**src/rtl/mips_pkg.sv**
```systemverilog
// Shared definitions for the memory stage: FSM encoding, byte-enable and
// alignment constants, and the alignment check used on op acceptance.
package mips_pkg;

    typedef enum logic [1:0] {
        ST_IDLE   = 2'd0,
        ST_ACCESS = 2'd1,
        ST_DONE   = 2'd2,
        ST_ERR    = 2'd3
    } mau_state_t;

    localparam logic [3:0] MEM_BE_WORD     = 4'b1111;

    // Low address bits that must be zero for each access size
    localparam logic [1:0] ALIGN_MASK_WORD = 2'b11;
    localparam logic [1:0] ALIGN_MASK_HALF = 2'b01;

    function automatic logic is_misaligned(input logic [1:0] lsb, input logic half);
        logic [1:0] mask;
        mask = half ? ALIGN_MASK_HALF : ALIGN_MASK_WORD;
        return (lsb & mask) != 2'b00;
    endfunction

endpackage

```
**src/rtl/mem_access_unit_load_extend.sv**
```systemverilog
// Load result formatter: picks the addressed halfword of a little-endian word
// and sign- or zero-extends it; full-word loads pass through unchanged.
module load_extend (
    input  logic [31:0] word,
    input  logic        hi_sel,
    input  logic        half,
    input  logic        is_unsigned,
    output logic [31:0] result
);

    logic [15:0] half_sel;

    // Halfword select and extension
    always_comb begin
        half_sel = hi_sel ? word[31:16] : word[15:0];
        result   = word;
        if (half) begin
            result = is_unsigned ? {16'h0000, half_sel} : {{16{half_sel[15]}}, half_sel};
        end
    end

endmodule

```
**src/rtl/mem_access_unit.sv**
```systemverilog
// Memory stage sequencer: turns each accepted load/store into a single
// req/ack transaction, stalls upstream while it is in flight, and reports
// completion, misalignment or timeout with a one-cycle done pulse.
module mem_access_unit
    import mips_pkg::*;
#(
    parameter int unsigned ADDR_W  = 32,
    parameter int unsigned DATA_W  = 32,
    parameter int unsigned TIMEOUT = 255
) (
    input  logic              clk,
    input  logic              rst_n,
    input  logic              op_valid,
    input  logic              MemRead,
    input  logic              MemWrite,
    input  logic              LoadHalf,
    input  logic              LoadHalfUnsigned,
    input  logic [ADDR_W-1:0] addr,
    input  logic [DATA_W-1:0] wdata,
    output logic              stall,
    output logic              done,
    output logic [DATA_W-1:0] rdata,
    output logic              align_err,
    output logic              timeout_err,
    output logic              mem_req,
    output logic              mem_we,
    output logic [ADDR_W-1:0] mem_addr,
    output logic [DATA_W-1:0] mem_wdata,
    output logic [3:0]        mem_be,
    input  logic              mem_ack,
    input  logic [DATA_W-1:0] mem_rdata
);

    localparam int unsigned CNT_W = $clog2(TIMEOUT + 1);

    mau_state_t        state_q, state_d;
    logic [CNT_W-1:0]  cnt_q, cnt_d;
    logic [CNT_W-1:0]  cnt_inc;
    logic              we_q, we_d;
    logic              half_q, half_d;
    logic              uns_q, uns_d;
    logic              tmo_q, tmo_d;
    // Bit 0 is only needed for the alignment check, which uses the live input
    logic [ADDR_W-1:1] addr_q, addr_d;
    logic [DATA_W-1:0] wdata_q, wdata_d;
    logic [DATA_W-1:0] rdata_q, rdata_d;
    logic [31:0]       ext_data;
    logic              accept;
    logic              acc_half;

    load_extend u_load_extend (
        .word        (mem_rdata),
        .hi_sel      (addr_q[1]),
        .half        (half_q),
        .is_unsigned (uns_q),
        .result      (ext_data)
    );

    assign cnt_inc = cnt_q + CNT_W'(1);

    // Next-state, operand latching and output decode
    always_comb begin
        state_d     = state_q;
        cnt_d       = cnt_q;
        we_d        = we_q;
        half_d      = half_q;
        uns_d       = uns_q;
        tmo_d       = tmo_q;
        addr_d      = addr_q;
        wdata_d     = wdata_q;
        rdata_d     = rdata_q;
        stall       = 1'b0;
        done        = 1'b0;
        rdata       = '0;
        align_err   = 1'b0;
        timeout_err = 1'b0;
        mem_req     = 1'b0;
        mem_we      = 1'b0;
        mem_addr    = '0;
        mem_wdata   = '0;
        mem_be      = '0;

        accept   = op_valid & (MemRead | MemWrite);
        // Writes are word-only, so half flags only matter for reads
        acc_half = ~MemWrite & (LoadHalf | LoadHalfUnsigned);

        case (state_q)
            ST_IDLE: begin
                if (accept) begin
                    stall   = 1'b1;
                    we_d    = MemWrite;
                    half_d  = acc_half;
                    uns_d   = ~LoadHalf & LoadHalfUnsigned;
                    addr_d  = addr[ADDR_W-1:1];
                    wdata_d = wdata;
                    cnt_d   = '0;
                    tmo_d   = 1'b0;
                    rdata_d = '0;
                    state_d = is_misaligned(addr[1:0], acc_half) ? ST_ERR : ST_ACCESS;
                end
            end
            ST_ACCESS: begin
                stall     = 1'b1;
                mem_req   = 1'b1;
                mem_we    = we_q;
                mem_addr  = {addr_q[ADDR_W-1:2], 2'b00};
                mem_wdata = wdata_q;
                mem_be    = MEM_BE_WORD;
                if (mem_ack) begin
                    rdata_d = we_q ? '0 : DATA_W'(ext_data);
                    cnt_d   = '0;
                    state_d = ST_DONE;
                end else if (cnt_inc == CNT_W'(TIMEOUT)) begin
                    tmo_d   = 1'b1;
                    cnt_d   = '0;
                    state_d = ST_ERR;
                end else begin
                    cnt_d   = cnt_inc;
                end
            end
            ST_DONE: begin
                done    = 1'b1;
                rdata   = rdata_q;
                state_d = ST_IDLE;
            end
            ST_ERR: begin
                done        = 1'b1;
                align_err   = ~tmo_q;
                timeout_err = tmo_q;
                state_d     = ST_IDLE;
            end
            default: state_d = ST_IDLE;
        endcase
    end

    // State, counter and operand registers
    always_ff @(posedge clk or negedge rst_n) begin
        if (!rst_n) begin
            state_q <= ST_IDLE;
            cnt_q   <= '0;
            we_q    <= 1'b0;
            half_q  <= 1'b0;
            uns_q   <= 1'b0;
            tmo_q   <= 1'b0;
            addr_q  <= '0;
            wdata_q <= '0;
            rdata_q <= '0;
        end else begin
            state_q <= state_d;
            cnt_q   <= cnt_d;
            we_q    <= we_d;
            half_q  <= half_d;
            uns_q   <= uns_d;
            tmo_q   <= tmo_d;
            addr_q  <= addr_d;
            wdata_q <= wdata_d;
            rdata_q <= rdata_d;
        end
    end

endmodule

```
**config.mk**
```make
export PLATFORM = sky130hd
export DESIGN_NAME = mem_access_unit
export DESIGN_NICKNAME = d
export VERILOG_FILES = /design/src/rtl/mips_pkg.sv /design/src/rtl/mem_access_unit_load_extend.sv /design/src/rtl/mem_access_unit.sv
export SDC_FILE = /design/constraint.sdc
export NUM_CORES = 1
export LEC_CHECK = 0
export BUFFER_PORTS_ARGS = -buffer_cell sky130_fd_sc_hd__buf_2
export CAP_MARGIN = 20
export CORE_MARGIN = 2
export CORE_UTILIZATION = 53
export CTS_CLUSTER_SIZE = 10
export DETAILED_ROUTE_END_ITERATION = 12
export GPL_TIMING_DRIVEN = 0
export PLACE_DENSITY = 0.85
export REMOVE_ABC_BUFFERS = 1
export SYNTH_ARGS = -nofsm -noshare
export SYNTH_HDL_FRONTEND = slang
export SYNTH_SLANG_ARGS = --single-unit
```
**constraint.sdc**
```tcl
create_clock -name clk -period 3.1 [get_ports clk]
set_input_delay 0.155 -clock clk [delete_from_list [all_inputs] [get_ports clk]]
set_output_delay 0.155 -clock clk [all_outputs]
set_load 0.005 [all_outputs]
```
==> flow_metrics.py, run 1 <==
metrics = {
    "outcome": {
        "status": "completed",
    },
    "flow_run": {
        "maxCapViolCount": 0,
    },
    "placed_design": {
        "io_buffers": 207,
        "dp.cells": 920,
        "hpwl_mm": 9.396,
        "gp_congestion": 0.8260,
    },
    "drt": {
        "wl_per_cell_um": 15.10,
        "drt_iter0_drc": 239,
        "finalWirelength_mm": 15.04,
        "vias_per_cell": 5.128,
        "dr_total_vias": 5107,
        "drtAntennaViolNets": 0,
        "drt-pass1-iter-count": 5,
        "drc": 0,
    },
    "power": {
        "vdd_ir_drop_max_v": 0.0004110,
        "p_leak_nw": 4.068,
        "power_density_nw_per_um2": 728.2,
        "power.total_w": 0.005249,
    },
    "logic_synthesis": {
        "synth_edf_count": 0,
        "syn_inst": 616,
        "ys_seq_area_frac": 0.5149,
        "synth_area_leaders": "dfrtp_1 51%, nand2_1 17%, and2_1 11%, mux2i_1 3.0%, o31ai_1 2.3%",
        "yosysTopAreaCell": "dfrtp_1",
        "syn_avg_cell_area_um2": 8.600,
        "synth_commonest_cells": "236 x nand2_1, 109 x dfrtp_1, 97 x and2_1",
        "synth_most_common_cell": "nand2_1",
        "synthArstFlopShare": 1.000,
        "synth_warnings": 0,
        "synth_top_cell_area_share": 0.5149,
        "yosysUniqueCellTypes": 45,
        "synth_area_um2": 5298,
        "synth_ff_type": "dfrtp_1",
        "ys_ff_latch": 109,
    },
    "global_route": {
        "grt.total_usage": 0.2822,
        "grt_pass1_vias": 5193,
        "antenna_found_initial": 0,
        "globalRouteOverflowTotal": 0,
        "grt_start_max_net_pins": 72,
        "grt_first_pass_wirelength_mm": 24.81,
    },
    "setup_path": {
        "path_common_cell": "nand2b_1",
        "timing.critical_path.slowest_stage_cell": "inv_2",
        "crit_path_max_fanout": 71,
        "path_buf_inv": 1,
        "crit_family": "simple AND/OR/NAND/NOR gates",
        "endpoint_kind": "flop",
        "max_stage_delay_ns": 0.67,
        "worst_ep_required_time_ns": 3.36,
        "critPathKind": "flop to flop",
        "start_kind": "flop",
        "crit_arrival_ns": 2.73,
        "path_cells": "nand2b_1, inv_2, nand2b_1, o31ai_1",
    },
    "layout": {
        "fin_cells": 996,
        "area_growth_pct": 36.07,
        "final_net_count": 965,
        "drive_above_1_share": 0.2804,
        "fill_cells": 684,
        "diodes": 0,
    },
    "timing": {
        "fin_skew_ns": 0.007822,
        "hold_viol_final": 0,
        "fin_hold_ws_ns": 0.01826,
        "tightest_slew_ns": 0.9267,
        "fin_crit_sh": 0.7951,
        "setup_violations": 0,
        "finalSetupTns_ns": 0,
        "min_period_ns": 2.465,
        "grt_setup_unrepaired": "false",
        "slew_violations": 0,
        "max_freq_mhz": 405.7,
        "slew_headroom": 0.3822,
    },
    "clock_tree": {
        "cts_repair_resize_count": 0,
        "cts-htree-levels": 3,
        "cts_tree": "yes",
        "root_buffer": "clkbuf_8",
        "clock-sinks": 109,
        "cts.clk_slew.worst_paths_ns": 0.10,
        "clk_latency_ns": 0.36,
        "clockBufferDepth": 2,
        "cts_buffers": 9,
    },
    "floorplan": {
        "io_pins": 210,
        "initial_core_util": 0.5445,
        "floorplan.die_area_um2": 10810,
        "core_um2": 9729,
        "die_x_um": 104.0,
        "rows": 36,
        "die_h_um": 104.0,
    },
    "worst_hold_path": {
        "holdCritPathClass": "input port to flop",
    },
}
[cell usage in the layout, fill, tap and decap left out, types with 2 or more instances in the layout]
cell / count
a21oi_1: 2
xnor2_1: 2
and2_1: 97
mux2i_1: 16
o21ai_0: 20
conb_1: 2
clkbuf_8: 11
a21o_1: 2
inv_1: 5
nand4_1: 2
buf_2: 206
nand2b_1: 4
clkinvlp_4: 2
dlygate4sd3_1: 61
o31ai_1: 16
o21ai_1: 5
buf_4: 2
nor3_1: 2
nor2_1: 21
and3_1: 3
nand2_1: 236
nand3_1: 3
ha_1: 2
dfrtp_1: 109
buf_6: 3
[tightest hold or removal path, cell delays in order]
cell and delay (ns):
buf_2 0.10, nand2_1 0.05, nand2_1 0.05
[routing by layer]
layer | vias up | GRT usage | wire [µm] | share of wire
li1 | 2422 | - | - | -
met1 | 2417 | 0.3264 | 5889 | 0.39
met2 | 220 | 0.5000 | 7715 | 0.51
met3 | 48 | 0.05764 | 888 | 0.059
met4 | 0 | 0.1351 | 546 | 0.036
met5 | - | 0 | 0 | 0
[registers in the layout, summed over array words and instances (netlist names)]
| signal | flops |
|---|---|
| wdata_q | 32 |
| state_q | 2 |
| half_q | 1 |
| tmo_q | 1 |
| we_q | 1 |
| uns_q | 1 |
| addr_q | 31 |
| rdata_q | 32 |
| cnt_q | 8 |
[power by group]
part | leakage [nW] | switching (W) | internal (W)
Combinational | 2.57 | 0.00116 | 0.000829
Sequential | 1.40 | 0.000359 | 0.00201
Clock | 0.0947 | 0.000471 | 0.000415
Total | 4.07 | 0.00199 | 0.00326
[cell families (layout without fill, tap and decap cells)]
| group | Yosys count | after routing | synth area share |
|---|---|---|---|
| compound gates | 57 | 57 | 0.07298 |
| xor+xnor | 3 | 3 | 0.004961 |
| fa+ha+maj | 2 | 2 | 0.004723 |
| buf+inv | 49 | 295 | 0.04369 |
| flops | 109 | 109 | 0.5149 |
| mux | 17 | 17 | 0.03236 |
| other cells | 1 | 2 | 0.0007079 |
| simple gates | 378 | 378 | 0.3257 |
[through the flow]
stage / worst slack (ns) / util / instance area, µm²
6_report: 0.6350 / 0.7409 / 7208
5_1_grt: 0.3451 / 0.7409 / 7208
4_1_cts: 0.6096 / 0.7409 / 7208
3_5_place_dp: 0.5995 / 0.6575 / 6397
3_3_place_gp: -3.147 / 0.6470 / 6295
2_1_floorplan: -1.061 / - / 5092
[area by class of cell]
| class | count | area [µm²] | area share |
|---|---|---|---|
| inverter | 6 | 22.52 | 0.003124 |
| clock buffer | 12 | 155.1 | 0.02152 |
| clock inverter | 3 | 45.04 | 0.006249 |
| tap | 133 | 166.4 | 0.02309 |
| timing repair buffer | 274 | 1738 | 0.2411 |
| multi-input combinational | 459 | 2354 | 0.3265 |
| sequential | 109 | 2728 | 0.3784 |
[path summary, 6_finish.rpt]
check | from | to | slack, ns | cells past startpoint
max in group asynchronous | rst_n | addr_q[27] | 2.01 | 3
worst max-delay path | state_q[1] | rdata_q[1] | 0.64 | 4
worst max register to register | state_q[1] | rdata_q[1] | 0.64 | 4
worst min register to register | wdata_q[6] | wdata_q[6] | 0.47 | 2
worst min-delay path | MemWrite | we_q | 0.02 | 3
min in group asynchronous | rst_n | rdata_q[0] | 0.38 | 2
[what timing repair did]
action / CTS / global route
buffers inserted: 0 / 0
endpoints found under the setup margin: 0 / 0
hold buffers: 61 / 0
endpoints found under the hold margin: 110 / 0
Note: power is estimated with default switching activity, not from simulation.
==> inputs of run 2 (changes only) <==
--- a/config.mk
+++ b/config.mk
@@ -5,14 +5,15 @@
 export SDC_FILE = /design/constraint.sdc
 export NUM_CORES = 1
 export LEC_CHECK = 0
+export ABC_AREA = 1
 export BUFFER_PORTS_ARGS = -buffer_cell sky130_fd_sc_hd__buf_2
 export CAP_MARGIN = 20
 export CORE_MARGIN = 2
-export CORE_UTILIZATION = 53
+export CORE_UTILIZATION = 44
 export CTS_CLUSTER_SIZE = 10
 export DETAILED_ROUTE_END_ITERATION = 12
 export GPL_TIMING_DRIVEN = 0
-export PLACE_DENSITY = 0.85
+export PLACE_DENSITY = 0.76
 export REMOVE_ABC_BUFFERS = 1
 export SYNTH_ARGS = -nofsm -noshare
 export SYNTH_HDL_FRONTEND = slang
==> constraint.sdc (replaced) <==
create_clock -name clk -period 2.26 [get_ports clk]
set_input_delay 0.113 -clock clk [delete_from_list [all_inputs] [get_ports clk]]
set_output_delay 0.113 -clock clk [all_outputs]
set_load 0.005 [all_outputs]
==> run 2 against run 1 <==
  * Fmax increased by 24%
  * Via count fell by 0.31%
  * Critical path type unchanged
  * First-iteration DRC count grew 35%
  * Cell area is 2.2% higher
  * Sequential power increased by 29%
  * Highest routed layer unchanged
  * Die area rose by 19%
  * Clock skew down 0.00071 ns
==> flow_metrics.py, run 2 <==
metrics = {
    "global_route": {
        "grt_first_pass_wirelength_mm": 22.87,
        "grt_start_max_net_pins": 125,
        "grt.total_usage": 0.2233,
        "antenna_found_initial": 0,
        "grt_pass1_vias": 4760,
        "globalRouteOverflowTotal": 0,
    },
    "clock_tree": {
        "clock-sinks": 109,
        "cts.clk_slew.worst_paths_ns": 0.07,
        "cts-htree-levels": 3,
        "cts_tree": "yes",
        "clockBufferDepth": 2,
        "cts_buffers": 9,
        "root_buffer": "clkbuf_16",
        "clk_latency_ns": 0.34,
    },
    "worst_hold_path": {
        "whs_path_depth": 3,
        "holdCritPathClass": "input port to flop",
    },
    "drt": {
        "drc": 0,
        "drt_iter0_drc": 322,
        "dr_total_vias": 5091,
        "wl_per_cell_um": 13.49,
        "finalWirelength_mm": 14.24,
        "drt-pass1-iter-count": 4,
        "vias_per_cell": 4.821,
        "drtAntennaViolNets": 0,
    },
    "outcome": {
        "status": "completed",
    },
    "layout": {
        "final_net_count": 1014,
        "top_regs": "rdata_q: 32 flops, wdata_q: 32 flops, addr_q: 31 flops",
        "diodes": 0,
        "fin_cells": 1056,
        "layout_common_cells": "206 x buf_2, 112 x inv_1, 109 x dfrtp_1",
        "area_growth_pct": 40.03,
        "drive_above_1_share": 0.2694,
        "fill_cells": 926,
        "stdcell_area_um2": 7366,
        "mostFrequentLayoutCell": "buf_2",
    },
    "timing": {
        "min_period_ns": 1.985,
        "grt_setup_unrepaired": "false",
        "max_freq_mhz": 503.8,
        "fin_hold_ws_ns": 0.02483,
        "tightest_slew_ns": 0.7069,
        "finalSetupTns_ns": 0,
        "hold_viol_final": 0,
        "fin_skew_ns": 0.007113,
        "fin_crit_sh": 0.8782,
        "slew_violations": 0,
        "setup_violations": 0,
        "slew_headroom": 0.5288,
    },
    "setup_path": {
        "worst_ep_required_time_ns": 2.53,
        "endpoint_kind": "flop",
        "reg2reg_depth": 5,
        "critPathKind": "flop to flop",
        "start_kind": "flop",
        "crit_path_max_fanout": 19,
        "crit_arrival_ns": 2.25,
    },
    "power": {
        "vdd_ir_drop_max_v": 0.0005069,
        "power_density_nw_per_um2": 1042,
        "power.total_w": 0.007675,
        "p_leak_nw": 3.852,
    },
    "logic_synthesis": {
        "synth_area_um2": 5260,
        "synthAdderAreaFrac": 0.004757,
        "synth_top_family_by_area": "simple AND/OR/NAND/NOR gates",
        "muxShareOfSynthArea": 0,
        "synth-simple-area-share": 0.1751,
        "synth_warnings": 0,
        "syn_inst": 655,
        "synthArstFlopShare": 1.000,
        "synth_top_cell_area_share": 0.5186,
        "synth_area_leaders": "dfrtp_1 52%, o21ai_0 8.9%, inv_1 8.0%, nand2_1 7.4%, nor2_1 7.4%",
        "synth_most_common_cell": "inv_1",
        "ys_ff_latch": 109,
        "synth_compound_area_frac": 0.1696,
        "ys_seq_area_frac": 0.5186,
        "syn_avg_cell_area_um2": 8.031,
        "yosysUniqueCellTypes": 29,
        "yosysTopAreaCell": "dfrtp_1",
        "synth-xor-area-share": 0.001665,
        "synth_commonest_cells": "112 x inv_1, 109 x dfrtp_1, 104 x nand2_1, 104 x nor2_1, 94 x o21ai_0",
        "synth_edf_count": 0,
        "synth_ff_type": "dfrtp_1",
    },
    "placed_design": {
        "postPlaceCellArea_um2": 6305,
        "dp.cells": 966,
        "hpwl_mm": 8.686,
        "io_buffers": 207,
        "gp_congestion": 0.7999,
    },
    "floorplan": {
        "die_x_um": 113.3,
        "floorplan.die_area_um2": 12840,
        "rows": 39,
        "io_pins": 210,
        "die_h_um": 113.3,
        "initial_core_util": 0.4548,
        "core_um2": 11560,
    },
    "flow_run": {
        "maxCapViolCount": 0,
    },
}
run 2: report_power, final:
part | internal [W] | switching (W)
logic | 0.00120 | 0.00190
registers | 0.00276 | 0.000302
clock network | 0.000809 | 0.000707
total | 0.00477 | 0.00290
run 2: cells by family after synthesis:
group / count (synthesis)
AO/OA/AOI/OAI: 156
XOR/XNOR: 1
adder cells (fa/ha/maj): 2
buffers and inverters: 157
flip-flops: 109
other: 1
AND/OR/NAND/NOR: 229
run 2: final cells by class:
class	count	area [µm²]	area share
clock buffers	11	252.7	0.03431
clock inverters	5	32.53	0.004417
inverters	114	432.9	0.05877
multi-input cells	392	1879	0.2551
flip-flops and latches	109	2728	0.3703
well taps	143	178.9	0.02429
repair buffers	282	1862	0.2528
run 2: what timing repair did:
item / CTS / global route
hold endpoints to repair: 116 / 0
buffers inserted: 0 / 6
pin swaps: 1 / 2
hold buffers: 65 / 0
endpoints found under the setup margin: 32 / 29
gates resized for setup: 0 / 3
gates cloned: 2 / 0
run 2: per-layer routing:
layer / vias to the layer above / wire [µm] / GRT usage
li1: 2531 / - / -
met1: 2342 / 6012 / 0.2846
met2: 189 / 7042 / 0.3709
met3: 29 / 730 / 0.03482
met4: 0 / 457 / 0.1122
met5: - / 0 / 0
run 2: worst max-delay path, cell delays in order (launching register included):
cell and delay [ns]:
dfrtp_1 0.71, nand2_2 0.35, inv_1 0.47, o21a_1 0.18, o211ai_1 0.09, o21ai_0 0.08
run 2: path summary, 6_finish.rpt:
path	from	end	slack (ns)
setup / recovery	half_q	rdata_q[11]	0.28
hold / removal	LoadHalf	uns_q	0.02
setup reg to reg	half_q	rdata_q[11]	0.28
hold reg to reg	rdata_q[12]	rdata_q[12]	0.52
max in group asynchronous	rst_n	wdata_q[29]	1.19
min in group asynchronous	rst_n	addr_q[11]	0.35
run 2: per-stage QoR:
stage | util | setup WS [ns]
3_5_place_dp | 0.5452 | -0.4855
3_3_place_gp | 0.5382 | -0.7705
5_1_grt | 0.6369 | 0.02606
4_1_cts | 0.6276 | 0.05312
6_report | 0.6369 | 0.2752
2_1_floorplan | - | -0.1244
==> inputs of run 3 (changes only) <==
--- a/config.mk
+++ b/config.mk
@@ -9,11 +9,11 @@
 export BUFFER_PORTS_ARGS = -buffer_cell sky130_fd_sc_hd__buf_2
 export CAP_MARGIN = 20
 export CORE_MARGIN = 2
-export CORE_UTILIZATION = 44
+export CORE_UTILIZATION = 28
 export CTS_CLUSTER_SIZE = 10
 export DETAILED_ROUTE_END_ITERATION = 12
 export GPL_TIMING_DRIVEN = 0
-export PLACE_DENSITY = 0.76
+export PLACE_DENSITY = 0.52
 export REMOVE_ABC_BUFFERS = 1
 export SYNTH_ARGS = -nofsm -noshare
 export SYNTH_HDL_FRONTEND = slang
==> run 3 against run 2 <==
  * Critical path depth stayed put
  * Clock-buffer cell count is 1 lower
  * Clock power is 7% higher
  * Die area is 55% higher
  * Fmax is 4.4% lower
  * Sequential power hardly changed
  * Cell area is 0.78% higher
  * Largest cell class unchanged
  * Largest power group is now registers
  * Highest routed layer unchanged
==> flow_metrics.py, run 3 (synthesis gave the netlist of run 2 again) <==
metrics = {
    "power": {
        "p_leak_nw": 3.806,
        "power.total_w": 0.007691,
        "power_density_nw_per_um2": 1036,
        "vdd_ir_drop_max_v": 0.0003778,
    },
    "drt": {
        "vias_per_cell": 4.333,
        "wl_per_cell_um": 12.92,
        "drc": 0,
        "drtAntennaViolNets": 0,
        "drt-pass1-iter-count": 4,
        "dr_total_vias": 4944,
        "drt_iter0_drc": 184,
        "finalWirelength_mm": 14.74,
    },
    "global_route": {
        "grt_first_pass_wirelength_mm": 23.83,
        "grt.total_usage": 0.1483,
        "antenna_found_initial": 0,
        "grt_pass1_vias": 4758,
        "globalRouteOverflowTotal": 0,
        "grt_start_max_net_pins": 69,
    },
    "clock_tree": {
        "clk_latency_ns": 0.35,
        "cts.clk_slew.worst_paths_ns": 0.08,
        "cts_setup_buffers": 0,
        "cts_buffers": 9,
        "root_buffer": "clkbuf_16",
        "cts_tree": "yes",
        "clockBufferDepth": 2,
        "clock-sinks": 109,
        "cts-htree-levels": 3,
    },
    "setup_path": {
        "crit_path_max_fanout": 39,
        "max_stage_delay_ns": 0.46,
        "critPathLaunch": "state_q[1]",
        "crit_arrival_ns": 2.34,
        "path_cells": "nor2_4, inv_4, o21ai_4, nand2_2, o22ai_1",
        "reg2reg_depth": 5,
        "reg2reg_from": "state_q[1]",
        "start_kind": "flop",
        "worst_ep_required_time_ns": 2.52,
        "endpoint_kind": "flop",
        "rrSetupSlack_ns": 0.18,
        "timing.critical_path.slowest_stage_cell": "dfrtp_1",
        "critPathKind": "flop to flop",
        "r2r_end": "rdata_q[24]",
    },
    "layout": {
        "stdcell_area_um2": 7423,
        "diodes": 0,
        "layout_common_cells": "206 x buf_2, 111 x inv_1, 109 x dfrtp_1",
        "drive_above_1_share": 0.2657,
        "area_growth_pct": 41.13,
        "mostFrequentLayoutCell": "buf_2",
        "fill_cells": 1931,
        "regArea_um2": 2728,
        "final_net_count": 1008,
        "multi_input_area_um2": 1877,
        "top_regs": "rdata_q: 32 flops, wdata_q: 32 flops, addr_q: 31 flops",
        "fin_cells": 1141,
    },
    "floorplan": {
        "initial_core_util": 0.2831,
        "core_um2": 18580,
        "rows": 50,
        "die_x_um": 141.1,
        "floorplan.die_area_um2": 19900,
        "io_pins": 210,
        "die_h_um": 141.1,
    },
    "timing": {
        "fin_crit_sh": 0.9191,
        "fin_hold_ws_ns": 0.03473,
        "finalWorstSetupSlack_ns": 0.1828,
        "max_freq_mhz": 481.4,
        "tightest_slew_ns": 0.6687,
        "fin_skew_ns": 0.007054,
        "setup_violations": 0,
        "min_period_ns": 2.077,
        "slew_violations": 0,
        "hold_viol_final": 0,
        "slew_headroom": 0.5542,
        "grt_setup_unrepaired": "false",
    },
    "worst_hold_path": {
        "hp-start": "mem_rdata[21]",
        "holdCritPathClass": "input port to flop",
        "hold_end": "rdata_q[5]",
        "whs_path_depth": 3,
    },
    "placed_design": {
        "io_buffers": 207,
        "dp.cells": 1058,
        "postPlaceCellArea_um2": 6442,
        "pre_cts_ws_ns": -0.6505,
        "gp_congestion": 0.7532,
        "hpwl_mm": 9.598,
    },
    "flow_run": {
        "maxCapViolCount": 0,
    },
    "outcome": {
        "status": "completed",
    },
}
run 3: cell count changes in the layout (fill, tap and decap cells not counted), sizes merged:
cell,before,now
clkinvlp,0,3
dlygate4sd3,65,64
clkbuf,11,10
buf,217,212
bufinv,0,1
clkinv,4,1
run 3: worst max-delay path: cells and delay by family (launching register included):
kind                   cells  cell delay [ns]
AND/OR/NAND/NOR            2             0.58
AO/OA/AOI/OAI              2             0.70
buffers and inverters      1             0.22
flip-flops                 1             0.46
run 3: area by class of cell:
type                    instances  share of cell area
clock inverters                 6            0.009607
inverters                     114             0.05882
multi-input cells             392              0.2528
well taps                     234             0.03944
repair buffers                276              0.2410
flip-flops and latches        109              0.3674
clock buffers                  10             0.03084
run 3: worst max path at each step:
stage | end | depth (start not counted)
3_3_place_gp | rdata_q[29] | 5
3_5_place_dp | rdata_q[24] | 5
2_1_floorplan | rdata_q[16] | 5
4_1_cts | rdata_q[1] | 5
6_report | rdata_q[24] | 5
5_1_grt | rdata_q[24] | 5
run 3: per-layer routing:
layer | vias up | wire (µm) | GRT usage
li1 | 2529 | - | -
met1 | 2242 | 6799 | 0.1936
met2 | 155 | 6928 | 0.2460
met3 | 18 | 773 | 0.03091
met4 | 0 | 242 | 0.04895
met5 | - | 0 | 0
run 3: metrics by stage:
step / TNS [ns] / util
floorplan: -2.112 / -
global placement: -81.38 / 0.3411
detailed placement: -13.06 / 0.3467
CTS: 0 / 0.3985
global route: 0 / 0.3995
finish: 0 / 0.3995
run 3: repair_timing:
action,in CTS,in global routing
endpoints found under the hold margin,113,0
hold buffers,64,0
endpoints found under the setup margin,33,15
gates cloned,2,0
gates resized for setup,1,2
pin swaps,1,0
run 3: power breakdown:
part	internal (W)	leakage (nW)	switching (W)
sequential	0.00276	1.40	0.000303
clock	0.000872	0.140	0.000761
combinational	0.00112	2.26	0.00188
